$ cat config.mk
export PLATFORM = sky130hd
export DESIGN_NAME = flopr_reg
export DESIGN_NICKNAME = d
export VERILOG_FILES = /design/src/rtl/flopr_reg_pkg.sv /design/src/rtl/flopr_bit.sv /design/src/rtl/flopr_reg.sv
export SDC_FILE = /design/constraint.sdc
export NUM_CORES = 1
export LEC_CHECK = 0
export ABC_AREA = 1
export CAP_MARGIN = 15
export CORE_AREA = 4 4 41 43
export CTS_CLUSTER_DIAMETER = 150
export DETAILED_ROUTE_END_ITERATION = 6
export DIE_AREA = 0 0 45 47
export PLACE_DENSITY_LB_ADDON = 0.2
export SYNTH_ARGS = -nofsm -noshare
export SYNTH_HDL_FRONTEND = slang
export SYNTH_SLANG_ARGS = --single-unit
$ cat constraint.sdc
create_clock -name ph1 -period 0.8 [get_ports ph1]
set_clock_uncertainty 0.15 [all_clocks]
set_input_delay 0.08 -clock ph1 [delete_from_list [all_inputs] [get_ports ph1]]
set_output_delay 0.08 -clock ph1 [all_outputs]
set_load 0.01 [all_outputs]
$ cat src/rtl/flopr_reg_pkg.sv
// Shared defaults for the flopr_reg register slice.
// Kept tiny on purpose: each instance still carries its own WIDTH/RESETVAL.
package flopr_reg_pkg;

    localparam int unsigned FLOPR_DEFAULT_WIDTH = 32'd8;

endpackage : flopr_reg_pkg

$ cat src/rtl/flopr_bit.sv
// One-bit D flip-flop clocked on ph1 with asynchronous active-high reset.
// The reset value arrives as a port so the top can program each bit differently.
module flopr_bit (
    input  logic ph1,
    input  logic reset,
    input  logic resetval,
    input  logic d,
    output logic q
);

    // Capture d on each ph1 edge; reset forces the programmed value immediately.
    always_ff @(posedge ph1 or posedge reset) begin
        if (reset) begin
            q <= resetval;
        end else begin
            q <= d;
        end
    end

endmodule : flopr_bit

$ cat src/rtl/flopr_reg.sv
// Parameterized resettable D register built from WIDTH flopr_bit slices.
// ph2 exists only so this block drops into legacy two-phase netlists.
module flopr_reg
    import flopr_reg_pkg::*;
#(
    parameter int unsigned       WIDTH    = FLOPR_DEFAULT_WIDTH,
    parameter logic [WIDTH-1:0]  RESETVAL = '0
) (
    input  logic             ph1,
    input  logic             ph2,
    input  logic             reset,
    input  logic [WIDTH-1:0] d,
    output logic [WIDTH-1:0] q
);

    logic unused_ph2;
    assign unused_ph2 = ph2;

    for (genvar i = 0; i < WIDTH; i++) begin : g_bit
        flopr_bit u_bit (
            .ph1      (ph1),
            .reset    (reset),
            .resetval (RESETVAL[i]),
            .d        (d[i]),
            .q        (q[i])
        );
    end

endmodule : flopr_reg

==> run metrics <==
status=finished with violations; failing checks=negative hold slack, negative setup slack; Non-Filler Instances=between 40 and 50; post-synthesis register bit count=8; pwr dens=about 2100 nW/um^2; synth warn=0; CTS tree=yes; CTS buffer count=3; TritonCTS Sinks=8; routability cong.=a little over 0.6; initial antenna violation count=0; row cnt=13; Lkg Pwr=around 0.18 nW; Vias=approximately 160; post-synth top area cell=dfrtp_1; post-synthesis cell type count=3; Slew @ Worst Pin=292 ps; Port Buffers=17; remaining antenna violation count=0; number of global-route vias before repair=~180; worst hold path type=in2async; worst-path maximum fanout=1; H-Tree Depth=1; DIE WIDTH=between 40 and 50 um; die height=~47 um; Largest delay share family, worst path=flip-flops; Placed Cells incl. Taps=a little over 40; GRT overflow=0; Synth Cell Area=264 sq um; Hold WS=-74.3 ps; layout cell share with drive strength beyond 1=0.379; clk slew on worst S/H paths=roughly 50 ps; critical setup path kind=reg2out; WP buf/inv=1; Required @ worst endpoint=570 ps; Net Count, Synth=28; multi-input gates=0; DP Area=393 sq um; Avg Cell Area, Syn=between 15 and 20 sq um; num ports=19; total wire length=around 470 um; ant diodes=0; Top reg by flops=g_bit.u_bit.q; routed vias/inst=3.61; die area=between 2000 and 2500 sq um; per-cell routed wire length=10.7 um; final hold vios=8; RSZ-0062 raised after global routing=true; Synth Instances=17; Initial Util=0.203; first drt pass iteration count=1; # setup viols final=8; Fmax=1040 MHz; Area contributors post-synth=dfrtp_1 76%, buf_4 23%, inv_1 1.4%; Core Area=1300 sq um; CP arrival=between 700 and 800 ps; post-synth top area share=0.758; Critical Path, Cell by Cell=buf_2; GRT Util Overall=0.0568; Slew Limit Fails=0; Final nets=42; area of the multi-input gates=0 sq um; max_cap viols=0; Worst setup EP type=primary output; crit path launch type=register; top flop regs=g_bit.u_bit.q x8; initial DRC count=0; root buf cell=clkbuf_4; min cycle time layout=965 ps; max reg flops=8; Final Power=roughly 0.00080 W; CTS max path bufs=2; final setup margin=-165 ps; crit-path max cell delay=360 ps; Area Overhead vs Synth=44.5%; VDD IR-drop max=1080 uV; Seq/Total Area, Yosys=0.758; first-pass GRT wire length=738 um; Slew headroom=0.805; largest net degree at the start of global routing=9; Setup Buffers After CTS=0; fin area=382 sq um; crit share post-route=1.21; drt drc=0; Slowest cell on crit path=dfrtp_1
[worst max-delay path by stage]
stage	startpoint	endpoint	slack [ps]	depth (start not counted)
floorplan	g_bit[0].u_bit.q$_DFF_PP0_	q[0]	100	1
finish	g_bit[3].u_bit.q$_DFF_PP0_	q[3]	-170	1
CTS	g_bit[7].u_bit.q$_DFF_PP0_	q[7]	-180	1
detailed placement	g_bit[7].u_bit.q$_DFF_PP0_	q[7]	-280	1
global placement	g_bit[4].u_bit.q$_DFF_PP0_	q[4]	-270	1
global route	g_bit[3].u_bit.q$_DFF_PP0_	q[3]	-220	1
[metrics by stage]
| step | utilization | setup TNS [ps] | hold slack (ps) | setup slack, ps |
|---|---|---|---|---|
| after global routing | 0.293 | -1610 | -50.2 | -222 |
| after floorplan | - | 0 | -254 | 103 |
| after detailed placement | 0.302 | -2140 | 198 | -278 |
| after global placement | 0.302 | -2110 | 188 | -272 |
| final | 0.293 | -1280 | -74.3 | -165 |
| after CTS | 0.288 | -1400 | -70.5 | -183 |
[synth_stat cells]
library cell and n:
inv_1 1, buf_4 8, dfrtp_1 8
[where the power goes]
group          internal [W]  switching (W)  total (W)
registers          0.000426     0.00000563   0.000432
clock network      0.000170       0.000113   0.000283
logic             0.0000549      0.0000311  0.0000861
[cell families after synthesis]
group / Yosys count / share of synthesized area
buffers and inverters: 9 / 0.242
DFF: 8 / 0.758
[routing by layer]
metal / track usage / wire length (um)
met3: 0.0728 / 88
met1: 0.0377 / 123
met5: 0 / 0
met4: 0 / 0
met2: 0.102 / 259
[cells in the final DEF (no fill, tap or decap)]
cell type and n:
clkdlybuf4s50_1 9, dfrtp_1 8, buf_2 7, clkbuf_4 3
inv_1 1, buf_6 1
[final cells by class]
type / instances / area (sq um)
clock buffer: 3 / 22.5
fill: 138 / 920
tap: 15 / 18.8
timing repair buffer: 17 / 136
inverter: 1 / 3.75
sequential: 8 / 200
[what timing repair did]
| item | 4_1_cts | 5_1_grt |
|---|---|---|
| resized for setup | 32 | 1 |
| hold endpoints to repair | 8 | 8 |
| endpoints found under the setup margin | 8 | 8 |
Power figures use the tool's default switching activity.
==> patch 1, RTL diff (same flow settings) <==
Register the input `d` before use. The logic sees it one clock later. The other inputs are not delayed to match.
--- a/src/rtl/flopr_reg.sv
+++ b/src/rtl/flopr_reg.sv
@@ -13,6 +13,12 @@
     output logic [WIDTH-1:0] q
 );
 
+    logic [WIDTH-1:0] d_q;
+
+    always_ff @(posedge ph1) begin
+        d_q <= d;
+    end
+
     logic unused_ph2;
     assign unused_ph2 = ph2;
 
@@ -21,7 +27,7 @@
             .ph1      (ph1),
             .reset    (reset),
             .resetval (RESETVAL[i]),
-            .d        (d[i]),
+            .d        (d_q[i]),
             .q        (q[i])
         );
     end
Check against the original RTL: not equivalent (Yosys sat finds a counterexample within 4 cycles, from zero or initial values and one cycle with reset high).
==> patch 1 against the unedited design <==
The run still ends with negative hold slack, negative setup slack left; final area rose by 44%; wire length fell by 1.3%; sequential share of layout area rose by 13 points; first-iteration DRC count did not move; non-clock buffer count did not move; sequential power rose by 97%; sequential cell count rose by 8; power rose by 78%; area after synthesis rose by 61%; setup slack got worse by 37 ps; maximum frequency fell by 3.7%.
==> patch 1: results (changes against the unedited design) <==
[status]
status = finished with violations
violations = negative hold slack, negative setup slack

[synthesis]
synthArstFlopShare_pct = 50.0  ; -50 points
yosys-top-cells-count = buf_4, dfrtp_1, dfxtp_1, inv_1
syn_nets = 36  ; +29%
ys_top_cells_by_area = dfrtp_1, dfxtp_1, buf_4
synth_area_per_cell_um2 = 17.0  ; +9.3%
dominantRegCellSynth = dfxtp_1
seq_area_frac_synth_pct = 85.0  ; +9.1 points
yosysUniqueCellTypes = 4  ; +1

[power_and_ir_drop]
ir_drop_mv = 1.06  ; -2.3%
leakagePower_nw = 0.254  ; +40%

[sta]
tns_ps = -1570  ; -286 ps
setup_viol = 8  ; unchanged
whs_ps = -120  ; -45.3 ps
hold_violations = 8  ; unchanged
setup_slack_ps = -202  ; -37.0 ps
relSlewSlack_pct = 81.8  ; +1.3 points

[route]
drt_wl_total_um = 465  ; -1.3%
via_per_inst = 3.36  ; -7.1%
wl_per_cell_um = 8.77  ; -18%
drtIter0Drc = 0  ; unchanged
drt-met1-wl_um = 163  ; +33%
route.met2.wl_um = 207  ; -20%
wl_met3_um = 94  ; +6.8%

[global_route]
grt_util_met1_pct = 3.61  ; -0.16 points
grt_pass1_vias = 171  ; -6.6%
grt_max_degree = 10  ; +1
grt_use_met3_pct = 3.07  ; -4.2 points
gr-usage-met2_pct = 6.50  ; -3.7 points
grt_pass1_wl_um = 621  ; -16%

[finish]
final_nets = 50  ; +19%
drive_gt1_share_pct = 31.6  ; -6.4 points
reg.largest.list = d_q (8), g_bit.u_bit.q (8)

[placement]
placed_cells = 49  ; +20%
gp_congestion = 0.533  ; -13%

-- patch 1: path summary, 6_finish.rpt --
kind | start | end | slack (ps)
min reg2reg | d_q[0] | g_bit[0].u_bit.q | 180
max | g_bit[0].u_bit.q | q[0] | -200
max in group asynchronous | reset | g_bit[2].u_bit.q | 410
min | reset | g_bit[0].u_bit.q | -120
max reg2reg | d_q[4] | g_bit[4].u_bit.q | 250
min in group ph1 | d[4] | d_q[4] | 90
-- patch 1: power breakdown --
group          internal [mW]  total [mW]  switching [mW]
Sequential             0.843       0.851         0.00815
Combinational         0.0519      0.0818          0.0299
Clock                  0.276       0.495           0.219
Total                   1.17        1.43           0.257
-- patch 1: cell type report --
cell class / count / area [um^2]
fill: 138 / 752
inverter: 1 / 3.75
clock buffer: 4 / 36.3
sequential: 16 / 360
timing repair buffer: 17 / 130
tap: 15 / 18.8
-- patch 1: kinds of logic (layout without fill, tap and decap cells) --
kind of cell,count (synthesis),after routing,share of synthesized area (%)
buffers and inverters,9,22,15.0
flip-flops,16,16,85.0
==> patch 2, RTL diff (same settings) <==
Without the edit above. Change the package constant `FLOPR_DEFAULT_WIDTH` from 32'd8 to 32'd10.
--- a/src/rtl/flopr_reg_pkg.sv
+++ b/src/rtl/flopr_reg_pkg.sv
@@ -2,7 +2,7 @@
 // Kept tiny on purpose: each instance still carries its own WIDTH/RESETVAL.
 package flopr_reg_pkg;
 
-    localparam int unsigned FLOPR_DEFAULT_WIDTH = 32'd8;
+    localparam int unsigned FLOPR_DEFAULT_WIDTH = 32'd10;
 
 endpackage : flopr_reg_pkg
 
Ports: changed (resized d and q); port bits go from 19 to 23. No check against the original RTL was run, so the function may have changed too.
==> patch 2 against the unedited design <==
The flow still finishes with violations (negative hold slack, negative setup slack); sequential cell count up 2; area after synthesis up 25%; wire length up 19%; final cell count up 18%; non-clock buffer count up 6; power up 20%; sequential power up 25%; setup slack worse by 14 ps; combinational power up 35%; hold slack better by 24 ps; final area up 27%.
==> patch 2: results (changes against the unedited design) <==
[status]
status = finished with violations
violations = negative hold slack, negative setup slack

[cts]
post-cts-setup-buffers = 0  ; unchanged
clk_path_buf_depth = 2  ; unchanged
cts_root_buf = clkbuf_4

[worst_setup_path]
cp_top_family = flip-flops
cp.arrival_ps = 750
worstPathMaxFanout = 1  ; unchanged
slowest_delay_ps = 360  ; about the same
startpoint = g_bit[7].u_bit.q
endpoint = q[7]
slowest_stage = dfrtp_1
start_kind = flop

[global_route]
grt_pass1_wl_um = 807  ; +9.3%
grt_pass1_vias = 197  ; +7.7%
grtUsageTotal_pct = 6.75  ; +1.1 points
antenna_found_initial = 0  ; unchanged
grt_max_degree = 6  ; -3

[route]
wl_per_cell_um = 10.8  ; +0.78%
dr.pass1.iters = 1  ; unchanged
drtIter0Drc = 0  ; unchanged
route.vias.total = 181  ; +14%

[synthesis]
yosys-top-cells-count = buf_4, dfrtp_1, inv_1
seq_area_frac_synth_pct = 76.0  ; +0.22 points
ys_top_cells_by_area = dfrtp_1, buf_4, inv_1
syn_nets = 34  ; +21%
yosysUniqueCellTypes = 3  ; unchanged
synthArstFlopShare_pct = 100  ; unchanged
yosys_warnings = 0  ; unchanged
synth_area_per_cell_um2 = 15.7  ; +0.90%

[placement]
dpl_cell_area_um2 = 498  ; +27%
place_ws_ps = -294  ; -15.2 ps
hpwl_um = 487
gp_congestion = 0.535  ; -13%
numPortBuffers = 21  ; +4
placed_cells = 49  ; +20%

[power_and_ir_drop]
internal_power_mw = 0.779  ; +20%
ir_drop_mv = 0.994  ; -8.1%
seqPwrFrac_pct = 56.1  ; +2.2 points
pwr-share-clk_pct = 31.8  ; -3.5 points
power.total_mw = 0.960  ; +20%
p_per_area_mw_per_mm2 = 1990  ; -5.3%
leakagePower_nw = 0.232  ; +28%

[sta]
tns_ps = -1670  ; -394 ps
hold_violations = 10  ; +2
relSlewSlack_pct = 94.8  ; +14 points
setup_slack_ps = -179  ; -14.1 ps
setup_viol = 10  ; +2
whs_ps = -50.3  ; +24.0 ps

[finish]
multi_input_cells = 0  ; unchanged
reg.largest.list = g_bit.u_bit.q (10)
diodes = 0  ; unchanged
fillers = 148  ; +7.2%
drive_gt1_share_pct = 40.5  ; +2.6 points
fin_cells = 52  ; +18%

[worst_hold_path]
min_path_type = in2async

[patch 2: changes by cell type in the layout (fill, tap and decap cells not counted), sizes merged]
cell           delta
dfrtp             +2
buf               +4
clkdlybuf4s50     +2
[patch 2: timing repair]
action	in CTS	in global routing
hold endpoints to repair	10	10
resized for setup	40	2
endpoints found under the setup margin	10	10
[patch 2: layout make-up]
cell class	count	area share (%)
Sequential cell	10	51.8
Timing Repair Buffer	23	38.9
Clock buffer	3	4.66
Tap cell	15	3.89
Inverter	1	0.777
[patch 2: routing by layer]
| metal | vias up | part of all wire, % | track usage, % |
|---|---|---|---|
| li1 | 85 | - | - |
| met1 | 79 | 23 | 3.58 |
| met2 | 15 | 58 | 11.3 |
| met3 | 2 | 18 | 7.66 |
| met4 | 0 | 1.1 | 5.26 |
| met5 | - | 0 | 0 |
[patch 2: cells by family (layout without fill, tap and decap cells)]
group	count (synthesis)	in the layout	share of synthesized area [%]
buffers and inverters	11	27	24.0
flip-flops	10	10	76.0
